<file path="src/rtl/bird_sprite_fetch.sv">
// Bird sprite fetch: maps the current pixel to a sprite ROM address, then
// keys out the transparent colour. The pipeline has three stages and takes one pixel per cycle.
// It also animates the wings by switching between the two sprite ROMs every
// FLAP_FRAMES video frames.
module bird_sprite_fetch #(
    parameter int          SPR_W       = 30,
    parameter int          SPR_H       = 30,
    parameter int          FLAP_FRAMES = 8,
    parameter logic [15:0] TRANSP      = 16'hF81F
) (
    input  logic        clka,
    input  logic        rsta,
    input  logic        frame_start,
    input  logic        flap_en,
    input  logic [9:0]  bird_x,
    input  logic [9:0]  bird_y,
    input  logic        pix_valid,
    input  logic [9:0]  pix_x,
    input  logic [9:0]  pix_y,
    output logic [9:0]  rom_addr,
    output logic        rom_sel,
    input  logic [15:0] rom_data,
    output logic        out_valid,
    output logic        out_hit,
    output logic [15:0] out_rgb
);

    localparam int          CW      = (FLAP_FRAMES > 1) ? $clog2(FLAP_FRAMES) : 1;
    localparam logic [CW-1:0] CNT_MAX = CW'(FLAP_FRAMES - 1);
    localparam logic [10:0] SPR_W11 = 11'(SPR_W);
    localparam logic [10:0] SPR_H11 = 11'(SPR_H);
    localparam logic [9:0]  SPR_W10 = 10'(SPR_W);

    logic [9:0]    bx, by;
    logic [CW-1:0] cnt;
    logic          in_box;
    logic [9:0]    addr_next;
    logic          v1, h1, v2, h2;

    // Box test uses 11-bit sums so a sprite near the right/bottom edge does not wrap
    always_comb begin
        in_box    = pix_valid
                  & ({1'b0, pix_x} >= {1'b0, bx}) & ({1'b0, pix_x} < ({1'b0, bx} + SPR_W11))
                  & ({1'b0, pix_y} >= {1'b0, by}) & ({1'b0, pix_y} < ({1'b0, by} + SPR_H11));
        addr_next = '0;
        if (in_box)
            addr_next = (pix_y - by) * SPR_W10 + (pix_x - bx);
    end

    // Sprite position latch and wing-animation frame counter, updated only at frame_start
    always_ff @(posedge clka) begin
        if (!rsta) begin
            bx      <= '0;
            by      <= '0;
            cnt     <= '0;
            rom_sel <= 1'b0;
        end else begin
            if (frame_start) begin
                bx <= bird_x;
                by <= bird_y;
            end
            if (!flap_en) begin
                cnt     <= '0;
                rom_sel <= 1'b0;
            end else if (frame_start) begin
                if (cnt == CNT_MAX) begin
                    cnt     <= '0;
                    rom_sel <= ~rom_sel;
                end else begin
                    cnt <= cnt + 1'b1;
                end
            end
        end
    end

    // Three-stage pixel pipeline: address, ROM read, colour key
    always_ff @(posedge clka) begin
        if (!rsta) begin
            rom_addr  <= '0;
            v1        <= 1'b0;
            h1        <= 1'b0;
            v2        <= 1'b0;
            h2        <= 1'b0;
            out_valid <= 1'b0;
            out_hit   <= 1'b0;
            out_rgb   <= '0;
        end else begin
            rom_addr  <= addr_next;
            v1        <= pix_valid;
            h1        <= in_box;
            v2        <= v1;
            h2        <= h1;
            out_valid <= v2;
            out_hit   <= h2 & (rom_data != TRANSP);
            out_rgb   <= (h2 && (rom_data != TRANSP)) ? rom_data : '0;
        end
    end

endmodule

</file>
<file path="config.mk">
export PLATFORM = sky130hd
export DESIGN_NAME = bird_sprite_fetch
export DESIGN_NICKNAME = d
export VERILOG_FILES = /design/src/rtl/bird_sprite_fetch.sv
export SDC_FILE = /design/constraint.sdc
export NUM_CORES = 1
export LEC_CHECK = 0
export ABC_AREA = 1
export BUFFER_PORTS_ARGS = -buffer_cell sky130_fd_sc_hd__buf_2
export CORE_ASPECT_RATIO = 0.5
export CORE_MARGIN = 2
export CORE_UTILIZATION = 35
export CTS_CLUSTER_DIAMETER = 50
export DETAILED_ROUTE_END_ITERATION = 10
export PLACE_DENSITY = 0.58
export SYNTH_ARGS = -nofsm -noshare
export SYNTH_HDL_FRONTEND = slang
export SYNTH_SLANG_ARGS = --single-unit
</file>
<file path="constraint.sdc">
create_clock -name clka -period 8.45 [get_ports clka]
set_input_delay 0 -clock clka [delete_from_list [all_inputs] [get_ports clka]]
set_output_delay 0 -clock clka [all_outputs]
set_load 0.005 [all_outputs]
</file>
==> implementation parameters, run 1 <==
Parameter                              Value

Setup path
  Worst Path Class, Setup ... reg2reg
  Element type at the critical path end ... flop
  Flop-to-flop setup slack ... 2.97 ns
  Worst path slowest cell ... sky130_fd_sc_hd__fa_1
  Worst EP arrival ... 5.63 ns
  Critical Path Fanout Max ... 4
  Cell seen most often among critical-path stages ... sky130_fd_sc_hd__inv_1
  Reg2reg end ... rom_addr[9]
  Crit path launch type ... flop
  Required time of the critical path ... 8.60 ns
  Largest incremental delay on the critical path ... 0.53 ns
  Worst-case reg-to-reg path depth ... 29
  Reg-to-reg critical path startpoint ... by[0]

Placement
  Post-place instance area ... 0.00506 sq mm
  GP Congestion ... 0.821
  Count of port buffers added during placement ... 89
  Detailed-placement wirelength estimate ... 8320 microns

Synth
  Synthesis Warnings ... 0
  Synthesized flop and latch total ... 56
  Proportion of synthesized chip area in sequential cells ... 25.2%
  Post-Syn Instances ... 603
  Number of nets in the synthesized netlist ... 740
  Mean post-synth cell area ... 7.36 sq um
  Distinct cell type count after synthesis ... 37
  Post-synthesis instance area ... 0.00444 sq mm

CTS
  Clock net sink count ... 56
  Clock Tree Root ... sky130_fd_sc_hd__clkbuf_16
  Hold buffers post-CTS ... 26
  Post-cts gate resize count ... 0
  Number of buffers added by the clock tree synthesis step ... 5
  Post-CTS Repair Setup Buffers ... 0
  Number of buffers on the longest clock path ... 2
  Source-to-sink clock delay at the later pin of the worst-skew pair ... 0.30 ns
  Clock-pin transition on the worst setup and hold timing paths ... 0.08 ns
  Clock tree from TritonCTS ... yes
  Htree depth ... 2

Hold path
  Worst Hold Path Cells ... 3
  Endpoint of the worst hold path ... bx[2]
  Path class of the lowest-slack min-delay path ... in2reg
  Hold path start ... bird_x[2]

Drt
  Overall via count from detail_route ... 3914
  Number of antenna-violating nets in the routed design ... 0
  Remaining routing DRC violations ... 0
  Total Wirelength ... 10100 microns
  First-pass iteration count of the detailed router ... 4
  Number of vias per cell after detailed routing ... 4.41
  Wire length per cell after detailed routing ... 11.4 microns
  Violation count after the first detailed-routing iteration ... 161

Pwr
  Leakage ... 2.94 nW
  Share of total power in sequential cells ... 15.1%
  Net Sw Power ... 931 uW
  Worst IR Drop VDD ... 0.304 mV
  Combinational fraction of design power ... 73.1%
  Clock network power share ... 11.8%
  Power density over the cells ... 341 mW/mm^2
  Internal power component ... 937 uW
  Switching part of the total power ... 49.8%

Floorplanning
  Die height ... 83.6 microns
  IO Count ... 90
  Starting density of the core ... 35.5%
  Die outline area ... 0.0137 sq mm
  Number of placement rows ... 29
  CORE AREA ... 0.0125 sq mm
  Die width ... 163 microns

Global routing
  Initial antenna violation count ... 0
  First-pass GRT wire length ... 17100 microns
  Aggregate global routing overflow ... 0
  Via count of the first global-routing pass ... 3780
  Maximum number of pins on one net before global-route repair ... 41
  Total routing usage reported by global routing ... 15.5%

Layout
  Final instance area ... 0.00547 sq mm
  Post-synthesis to final-layout area growth ... 23.3%
  Diodes inserted ... 0
  Final #Nets ... 854
  Layout cell share with drive strength beyond 1 ... 16.9%

Outcome
  Outcome ... finished, final reports clean

STA
  Headroom to the max-slew limit ... 31.6%
  Setup violations, final ... 0
  Final period demand of the worst path ... 5.48 ns
  Setup_tns ... 0 ns
  Final max-slew violation count ... 0
  Clock Skews ... 0.00945 ns
  Period utilisation layout ... 64.8%
  Pin slew with the least headroom to its limit ... 1.03 ns
  Unrepaired setup endpoints after global routing ... no
  Worst hold margin ... 0.00250 ns
  Peak clock frequency supported by timing ... 183 MHz
  Number of hold-slack violations in the final timing report ... 0

Flow run
  # Max-Cap Violations ... 0
critical path: cells and delay by family (launching register included):
family,cells,cell delay (ns)
compound gates,5,0.60
xor+xnor,2,0.53
fa+ha+maj,7,2.43
buf+inv,6,0.46
flops,1,0.35
simple gates,9,0.94
power by group through the flow:
| stage | Sequential (mW) | Combinational, mW | Clock (mW) |
|---|---|---|---|
| 2_1_floorplan | 0.287 | 1.11 | 0 |
| 3_3_place_gp | 0.288 | 1.33 | 0 |
| 3_5_place_dp | 0.288 | 1.37 | 0 |
| 4_1_cts | 0.282 | 1.38 | 0.228 |
| 5_1_grt | 0.283 | 1.60 | 0.241 |
| 6_report | 0.282 | 1.37 | 0.220 |
metrics by stage:
step           setup slack, ns  utilization [%]  cells  power, mW
2_1_floorplan             3.45                -    603       1.39
3_3_place_gp              3.19             40.4    854       1.62
3_5_place_dp              2.99             40.4    854       1.66
4_1_cts                   2.96             43.7    888       1.89
5_1_grt                   2.41             43.7    888       2.13
6_report                  2.97             43.7    888       1.87
cell usage after synthesis:
cell type | instances | area [sq um]
sky130_fd_sc_hd__nand4_1 | 8 | 50.1
sky130_fd_sc_hd__nor2_1 | 42 | 158
sky130_fd_sc_hd__nor3_4 | 1 | 16.3
sky130_fd_sc_hd__o21ai_1 | 1 | 5.00
sky130_fd_sc_hd__nand3_2 | 1 | 10.0
sky130_fd_sc_hd__nand3b_1 | 2 | 15.0
sky130_fd_sc_hd__o221ai_1 | 1 | 8.76
sky130_fd_sc_hd__a21boi_1 | 1 | 7.51
sky130_fd_sc_hd__nand4_2 | 1 | 12.5
sky130_fd_sc_hd__inv_2 | 2 | 7.51
sky130_fd_sc_hd__nand2_2 | 4 | 25.0
sky130_fd_sc_hd__inv_1 | 118 | 443
sky130_fd_sc_hd__o2111ai_1 | 1 | 8.76
sky130_fd_sc_hd__and2_1 | 2 | 12.5
sky130_fd_sc_hd__nor3_1 | 5 | 25.0
sky130_fd_sc_hd__o21a_1 | 1 | 7.51
sky130_fd_sc_hd__nor4_1 | 1 | 6.26
sky130_fd_sc_hd__xnor2_1 | 4 | 35.0
sky130_fd_sc_hd__ha_1 | 59 | 738
sky130_fd_sc_hd__o21ai_0 | 25 | 125
sky130_fd_sc_hd__a21o_1 | 1 | 7.51
sky130_fd_sc_hd__a21oi_2 | 3 | 26.3
sky130_fd_sc_hd__buf_6 | 1 | 11.3
sky130_fd_sc_hd__or2_0 | 1 | 6.26
sky130_fd_sc_hd__xor2_1 | 26 | 228
sky130_fd_sc_hd__nor2_2 | 5 | 31.3
sky130_fd_sc_hd__clkbuf_1 | 7 | 26.3
sky130_fd_sc_hd__dfxtp_1 | 56 | 1120
sky130_fd_sc_hd__nand2_1 | 110 | 413
sky130_fd_sc_hd__o21bai_1 | 2 | 15.0
sky130_fd_sc_hd__a211oi_1 | 2 | 15.0
sky130_fd_sc_hd__or2_2 | 5 | 31.3
sky130_fd_sc_hd__nand3_1 | 32 | 160
sky130_fd_sc_hd__fa_1 | 17 | 340
sky130_fd_sc_hd__nor2_4 | 2 | 22.5
sky130_fd_sc_hd__a31oi_1 | 3 | 18.8
sky130_fd_sc_hd__a21oi_1 | 50 | 250
layer usage:
metal	vias to the layer above	part of all wire, %	track usage (%)
met2	49	45	26.2
met4	0	0.32	2.17
met1	1719	51	20.8
met3	5	3.0	3.28
met5	-	0	0
li1	2141	-	-
cells by family (layout without fill, tap and decap cells):
kind of cell,after synthesis,after routing,share of synthesized area (%)
fa+ha+maj,76,76,24.3
buf+inv,128,243,11.0
xor+xnor,30,30,5.92
compound gates,91,91,11.2
flops,56,56,25.2
simple gates,222,222,22.4
state kept, by name (all words and copies together), names as in the netlist:
register and cells:
v1 1, out_hit 1, h1 1, rom_addr 10, by 10, v2 1
out_rgb 16, bx 10, cnt 3, h2 1, out_valid 1, rom_sel 1
worst max-delay path by stage:
stage | from | end | slack (ns) | cells after the start
3_3_place_gp | by[0] | rom_addr[9] | 3.19 | 29
6_report | by[0] | rom_addr[9] | 2.97 | 29
3_5_place_dp | by[0] | rom_addr[9] | 2.99 | 29
2_1_floorplan | by[0] | rom_addr[9] | 3.45 | 28
5_1_grt | by[0] | rom_addr[9] | 2.41 | 29
4_1_cts | by[0] | rom_addr[9] | 2.96 | 29
layout by cell type (no fill, tap or decap), drive strengths merged, types with 4 or more instances in the layout:
| master | n |
|---|---|
| inv | 121 |
| nand2 | 114 |
| buf | 89 |
| ha | 59 |
| dfxtp | 56 |
| a21oi | 53 |
| nor2 | 49 |
| nand3 | 33 |
| xor2 | 26 |
| dlygate4sd3 | 26 |
| o21ai | 26 |
| fa | 17 |
| nand4 | 9 |
| or2 | 6 |
| nor3 | 6 |
| clkbuf | 5 |
| xnor2 | 4 |
final cells by class:
class / instances / area [sq um]
Clock buffer: 5 / 125
Clock inverter: 3 / 27.5
Fill cell: 1321 / 7040
Inverter: 120 / 450
Multi-Input combinational cell: 419 / 2830
Sequential cell: 56 / 1120
Tap cell: 170 / 213
Timing Repair Buffer: 115 / 706
(Power assumes the default switching activity.)
==> run 2: changes to the inputs <==
Settings changed: PLACE_DENSITY 0.58 to 0.6.
Clock period 8.45 ns to 4.97 ns, I/O delays scaled along.
==> run 2 against run 1 <==
  * Final cell count is 2.9% higher
  * Non-clock buffer count is 26 higher
  * Sequential cell count stayed put
  * Combinational power is 100% higher
  * Worst setup slack worse by 2.8 ns
  * First-iteration DRC count is 5.0% lower
  * Via count is 3.9% higher
  * Core utilization is 3.4 points higher
  * Sequential power is 70% higher
  * Die area stayed put
==> implementation parameters, run 2 (synthesis gave the netlist of run 1 again) <==
Parameter                              Value

Outcome
  Outcome ... finished, final reports clean (unchanged)

Drt
  Remaining routing DRC violations ... 0 (unchanged)
  Overall via count from detail_route ... 4066 (was 3914)
  Total Wirelength ... 10400 microns (was 10100 microns)
  Wire length per cell after detailed routing ... 11.4 microns (about the same)
  Number of antenna-violating nets in the routed design ... 0 (unchanged)
  Violation count after the first detailed-routing iteration ... 153 (was 161)
  Number of vias per cell after detailed routing ... 4.45 (was 4.41)
  First-pass iteration count of the detailed router ... 4 (unchanged)

Global routing
  Total routing usage reported by global routing ... 15.5% (about the same)
  First-pass GRT wire length ... 17300 microns (was 17100 microns)
  Maximum number of pins on one net before global-route repair ... 41 (unchanged)
  Aggregate global routing overflow ... 0 (unchanged)
  Initial antenna violation count ... 0 (unchanged)
  Via count of the first global-routing pass ... 3873 (was 3780)

STA
  Setup violations, final ... 0 (unchanged)
  Period utilisation layout ... 96.1% (was 64.8%)
  Peak clock frequency supported by timing ... 209 MHz (was 183 MHz)
  Number of hold-slack violations in the final timing report ... 0 (unchanged)
  Headroom to the max-slew limit ... 33.7% (was 31.6%)
  Clock Skews ... 0.00346 ns (was 0.00945 ns)
  Final period demand of the worst path ... 4.78 ns (was 5.48 ns)
  Pin slew with the least headroom to its limit ... 0.993 ns (was 1.03 ns)
  Final max-slew violation count ... 0 (unchanged)
  Unrepaired setup endpoints after global routing ... yes (was no)

Floorplanning
  Starting density of the core ... 35.5% (unchanged)
  Number of placement rows ... 29 (unchanged)
  Die outline area ... 0.0137 sq mm (unchanged)
  Die height ... 83.6 microns (unchanged)
  Die width ... 163 microns (unchanged)
  CORE AREA ... 0.0125 sq mm (unchanged)
  IO Count ... 90 (unchanged)

Pwr
  Worst IR Drop VDD ... 0.675 mV (was 0.304 mV)
  Leakage ... 3.08 nW (was 2.94 nW)
  Power density over the cells ... 615 mW/mm^2 (was 341 mW/mm^2)

CTS
  Clock Tree Root ... sky130_fd_sc_hd__clkbuf_16 (unchanged)
  Clock-pin transition on the worst setup and hold timing paths ... 0.07 ns (was 0.08 ns)
  Clock net sink count ... 56 (unchanged)
  Htree depth ... 2 (unchanged)
  Clock tree from TritonCTS ... yes (unchanged)
  Number of buffers on the longest clock path ... 2 (unchanged)
  Source-to-sink clock delay at the later pin of the worst-skew pair ... 0.30 ns (about the same)
  Number of buffers added by the clock tree synthesis step ... 5 (unchanged)

Layout
  Final non-filler cell total ... 914 (was 888)
  Final #Nets ... 880 (was 854)
  Largest Register ... out_rgb (unchanged)
  Filler cells ... 1252 (was 1321)
  Most common library cell in the layout ignoring fill and taps ... sky130_fd_sc_hd__inv_1 (unchanged)
  Largest register FFs ... 16 (unchanged)
  Layout cell share with drive strength beyond 1 ... 23.7% (was 16.9%)
  Post-synthesis to final-layout area growth ... 32.9% (was 23.3%)
  Diodes inserted ... 0 (unchanged)
  Most frequent cells in the layout ... sky130_fd_sc_hd__inv_1 (111), sky130_fd_sc_hd__nand2_1 (106), sky130_fd_sc_hd__buf_2 (89) (was sky130_fd_sc_hd__inv_1 (118), sky130_fd_sc_hd__nand2_1 (110), sky130_fd_sc_hd__buf_2 (89))
  Share of the core filled with cells in the final layout ... 47.1% (was 43.7%)

Setup path
  Buffers and inverters on the worst path ... 6 (unchanged)
  Required time of the critical path ... 5.13 ns (was 8.60 ns)
  Largest incremental delay on the critical path ... 0.54 ns (was 0.53 ns)
  Worst-case reg-to-reg path depth ... 29 (unchanged)
  Crit path launch type ... flop (unchanged)
  Element type at the critical path end ... flop (unchanged)
  Reg2reg end ... rom_addr[9] (unchanged)
  Reg-to-reg critical path startpoint ... by[0] (unchanged)
  Worst EP arrival ... 4.93 ns (was 5.63 ns)
  Worst Path Class, Setup ... reg2reg (unchanged)
  Crit-path leading delay family ... adder cells (unchanged)
  Critical Path Fanout Max ... 3 (was 4)
  Worst path slowest cell ... sky130_fd_sc_hd__fa_1 (unchanged)
  Flop-to-flop setup slack ... 0.19 ns (was 2.97 ns)

Placement
  Detailed-placement wirelength estimate ... 8350 microns (was 8320 microns)
  Number of placed instances with taps included ... 868 (was 854)
  GP Congestion ... 0.838 (was 0.821)
  Count of port buffers added during placement ... 89 (unchanged)

Hold path
  Hold path start ... bird_x[6] (was bird_x[2])
  Path class of the lowest-slack min-delay path ... in2reg (unchanged)
  Endpoint of the worst hold path ... bx[6] (was bx[2])
  Worst Hold Path Cells ... 3 (unchanged)

Flow run
  # Max-Cap Violations ... 0 (unchanged)
run 2: per-layer routing:
layer / part of all wire, % / track usage [%]
met1: 49 / 19.6
met4: 0.67 / 3.46
met3: 3.4 / 3.28
met2: 47 / 27.0
met5: 0 / 0
run 2: worst max path at each step:
| stage | startpoint | endpoint | slack [ns] | cells after the start |
|---|---|---|---|---|
| finish | by[0] | rom_addr[9] | 0.19 | 29 |
| global route | by[0] | rom_addr[9] | -0.10 | 29 |
| CTS | by[0] | rom_addr[9] | 0.03 | 28 |
| detailed placement | by[0] | rom_addr[9] | -0.1 | 28 |
| global placement | by[0] | rom_addr[9] | 0.03 | 29 |
| floorplan | by[0] | rom_addr[9] | 0.02 | 28 |
run 2: worst min-delay path: stages:
cell and delay [ns]:
sky130_fd_sc_hd__buf_2 0.08, sky130_fd_sc_hd__o21ai_0 0.08, sky130_fd_sc_hd__a21oi_1 0.11
run 2: where the power goes:
| group | internal (mW) | switching, mW | total [mW] |
|---|---|---|---|
| sequential | 0.468 | 0.0121 | 0.480 |
| combinational | 1.21 | 1.57 | 2.78 |
| clock | 0.192 | 0.179 | 0.371 |
run 2: final cells by class:
class | count | area [sq um] | area share, %
inverter | 120 | 453 | 7.68
clock buffer | 5 | 125 | 2.12
clock inverter | 3 | 27.5 | 0.466
multi-input combinational | 419 | 3030 | 51.4
timing repair buffer | 141 | 927 | 15.7
tap | 170 | 213 | 3.60
sequential | 56 | 1120 | 19.1
run 2: what timing repair did:
action                     4_1_cts  5_1_grt
hold endpoints to repair        37        0
hold buffers                    35        0
buffers inserted                 1        2
setup endpoints to repair        1        2
pin swaps                        8       23
gates resized for setup          9       36
run 2: per-stage QoR:
stage | instance area, sq um | setup WS [ns] | setup TNS, ns | hold slack, ns | power, mW
2_1_floorplan | 4450 | 0.0229 | 0 | 0.0936 | 2.37
3_3_place_gp | 5170 | 0.0261 | 0 | 0.211 | 2.79
3_5_place_dp | 5170 | -0.0988 | -0.0988 | 0.213 | 2.84
4_1_cts | 5720 | 0.0267 | 0 | 0.00551 | 3.37
5_1_grt | 5900 | -0.104 | -0.133 | 0.0149 | 4.08
6_report | 5900 | 0.195 | 0 | 0.00385 | 3.63
==> run 3: changes to the inputs <==
Settings changed: CORE_UTILIZATION 35 to 50, PLACE_DENSITY 0.6 to 0.77.
==> run 3 against run 2 <==
  * The run now ends with negative hold slack left
  * Cell area fell by 1.8%
  * Sequential share of layout area rose by 0.35 points
  * First-iteration DRC count rose by 5.2%
  * Non-clock buffer count fell by 7
  * Count of clock-buffer cells in the layout did not move
  * Largest power group unchanged
==> implementation parameters, run 3 (synthesis gave the netlist of run 1 again) <==
Parameter                              Value

STA
  Setup violations, final ... 0 (unchanged)
  Final max-slew violation count ... 0 (unchanged)
  Setup_tns ... 0 ns (unchanged)
  Final period demand of the worst path ... 4.83 ns (was 4.78 ns)
  Period utilisation layout ... 97.2% (was 96.1%)
  Unrepaired setup endpoints after global routing ... yes (unchanged)
  Worst Setup Slack, final ... 0.142 ns (was 0.195 ns)
  Worst hold margin ... -0.0120 ns (was 0.00385 ns)
  Pin slew with the least headroom to its limit ... 1.00 ns (was 0.993 ns)
  Clock Skews ... 0.00607 ns (was 0.00346 ns)
  Peak clock frequency supported by timing ... 207 MHz (was 209 MHz)
  Headroom to the max-slew limit ... 33.0% (was 33.7%)
  Number of hold-slack violations in the final timing report ... 2 (was 0)

Global routing
  Total routing usage reported by global routing ... 21.7% (was 15.5%)
  Maximum number of pins on one net before global-route repair ... 41 (unchanged)
  First-pass GRT wire length ... 16900 microns (was 17300 microns)
  Initial antenna violation count ... 0 (unchanged)
  Aggregate global routing overflow ... 0 (unchanged)
  Via count of the first global-routing pass ... 3972 (was 3873)

Pwr
  Internal power component ... 2.03 mW (was 1.87 mW)
  Leakage ... 3.05 nW (was 3.08 nW)
  Switching part of the total power ... 49.2% (was 48.4%)
  Worst IR Drop VDD ... 0.720 mV (was 0.675 mV)
  Power density over the cells ... 688 mW/mm^2 (was 615 mW/mm^2)
  Share of total power in sequential cells ... 12.0% (was 13.2%)
  Clock network power share ... 9.3% (was 10.2%)
  Net Sw Power ... 1.96 mW (was 1.76 mW)
  Combinational fraction of design power ... 78.7% (was 76.6%)

Layout
  Diodes inserted ... 0 (unchanged)
  Layout cell share with drive strength beyond 1 ... 24.0% (was 23.7%)
  Final #Nets ... 873 (was 880)
  Share of the core filled with cells in the final layout ... 66.8% (was 47.1%)
  Most common library cell in the layout ignoring fill and taps ... sky130_fd_sc_hd__inv_1 (unchanged)
  Largest Register ... out_rgb (unchanged)
  Post-synthesis to final-layout area growth ... 30.5% (was 32.9%)
  Final instance area ... 0.00580 sq mm (was 0.00590 sq mm)
  Most frequent cells in the layout ... sky130_fd_sc_hd__inv_1 (110), sky130_fd_sc_hd__nand2_1 (105), sky130_fd_sc_hd__buf_2 (89) (was sky130_fd_sc_hd__inv_1 (111), sky130_fd_sc_hd__nand2_1 (106), sky130_fd_sc_hd__buf_2 (89))
  Largest register FFs ... 16 (unchanged)

Placement
  Post-place instance area ... 0.00508 sq mm (was 0.00517 sq mm)
  GP Congestion ... 0.875 (was 0.838)
  Detailed-placement wirelength estimate ... 7720 microns (was 8350 microns)
  Minimum setup slack after placement ... -0.179 ns (was -0.0988 ns)
  Count of port buffers added during placement ... 89 (unchanged)

Setup path
  Flop-to-flop setup slack ... 0.14 ns (was 0.19 ns)
  Worst path slowest cell ... sky130_fd_sc_hd__fa_1 (unchanged)
  Reg2reg end ... rom_addr[8] (was rom_addr[9])
  Element type at the critical path end ... flop (unchanged)
  Crit path launch type ... flop (unchanged)
  Reg-to-reg critical path startpoint ... by[1] (was by[0])
  Worst Path Class, Setup ... reg2reg (unchanged)
  Critical Path Fanout Max ... 6 (was 3)
  Required time of the critical path ... 5.19 ns (was 5.13 ns)
  Cell seen most often among critical-path stages ... sky130_fd_sc_hd__inv_1
  Worst-case reg-to-reg path depth ... 26 (was 29)
  Largest incremental delay on the critical path ... 0.45 ns (was 0.54 ns)
  Worst EP arrival ... 5.05 ns (was 4.93 ns)

Floorplanning
  Die width ... 137 microns (was 163 microns)
  CORE AREA ... 0.00868 sq mm (was 0.0125 sq mm)
  Die outline area ... 0.00970 sq mm (was 0.0137 sq mm)
  Number of placement rows ... 24 (was 29)
  IO Count ... 90 (unchanged)
  Die height ... 70.6 microns (was 83.6 microns)
  Starting density of the core ... 51.2% (was 35.5%)

CTS
  Clock Tree Root ... sky130_fd_sc_hd__clkbuf_16 (unchanged)
  Number of buffers added by the clock tree synthesis step ... 5 (unchanged)
  Clock-pin transition on the worst setup and hold timing paths ... 0.08 ns (was 0.07 ns)
  Source-to-sink clock delay at the later pin of the worst-skew pair ... 0.30 ns (about the same)
  Clock tree from TritonCTS ... yes (unchanged)
  Htree depth ... 2 (unchanged)
  Clock net sink count ... 56 (unchanged)
  Number of buffers on the longest clock path ... 2 (unchanged)

Drt
  Total Wirelength ... 10600 microns (was 10400 microns)
  Overall via count from detail_route ... 4148 (was 4066)
  Violation count after the first detailed-routing iteration ... 161 (was 153)
  Number of antenna-violating nets in the routed design ... 0 (unchanged)
  Remaining routing DRC violations ... 0 (unchanged)
  Wire length per cell after detailed routing ... 12.4 microns (was 11.4 microns)
  First-pass iteration count of the detailed router ... 5 (was 4)
  Number of vias per cell after detailed routing ... 4.86 (was 4.45)

Hold path
  Path class of the lowest-slack min-delay path ... in2reg (unchanged)
  Hold path start ... bird_y[1] (was bird_x[6])
  Worst Hold Path Cells ... 3 (unchanged)
  Endpoint of the worst hold path ... by[1] (was bx[6])

Flow run
  # Max-Cap Violations ... 0 (unchanged)

Outcome
  Failing checks ... negative hold slack
  Outcome ... complete, but fails checks (was finished, final reports clean)
[run 3: changes by cell type in the layout (fill, tap and decap cells not counted), sizes merged]
cell / before / now
dlygate4sd3: 35 / 31
buf: 106 / 103
[run 3: power groups by stage]
stage	logic (mW)	clock network, mW	registers, mW
final	3.14	0.371	0.480
after global routing	3.49	0.395	0.483
after CTS	2.51	0.376	0.480
after detailed placement	2.34	0	0.490
after global placement	2.27	0	0.489
after floorplan	1.88	0	0.489
[run 3: critical path, delay by kind of cell, from the launching register on]
kind | cells | cell delay [ns]
XOR/XNOR | 3 | 0.65
flip-flops | 1 | 0.34
AND/OR/NAND/NOR | 9 | 1.14
buffers and inverters | 6 | 0.51
adder cells (fa/ha/maj) | 5 | 1.68
AO/OA/AOI/OAI | 3 | 0.42
[run 3: per-layer routing]
metal,GRT usage [%],vias to the layer above,part of all wire (%)
li1,-,2177,-
met1,26.0,1858,45
met2,40.1,95,49
met3,4.37,18,4.6
met4,5.27,0,1.8
met5,0,-,0
[run 3: cell type report]
class | instances | area, sq um
clock inverter | 3 | 27.5
tap | 117 | 146
fill | 698 | 2880
inverter | 120 | 450
timing repair buffer | 134 | 861
clock buffer | 5 | 125
sequential | 56 | 1120
multi-input combinational | 419 | 3060
[run 3: timing repair]
item,4_1_cts,5_1_grt
hold endpoints to repair,30,1
setup buffers,1,3
hold buffers,30,1
setup endpoints to repair,1,2
pin swaps,6,23
resized for setup,13,34
[run 3: metrics by stage]
step,total power [mW],std cells,hold WS [ns]
after floorplan,2.37,603,0.0936
after global placement,2.76,811,0.206
after detailed placement,2.83,811,0.204
after CTS,3.37,850,0.00335
after global routing,4.37,854,0.00257
final,3.99,854,-0.0120
[run 3: worst max path at each step]
stage	start	slack, ns	to	depth (start not counted)
5_1_grt	by[1]	-0.12	rom_addr[9]	28
2_1_floorplan	by[0]	0.02	rom_addr[9]	28
4_1_cts	by[0]	0.02	rom_addr[9]	29
3_5_place_dp	by[0]	-0.18	rom_addr[9]	28
6_report	by[1]	0.14	rom_addr[8]	26
3_3_place_gp	by[0]	0.04	rom_addr[9]	29
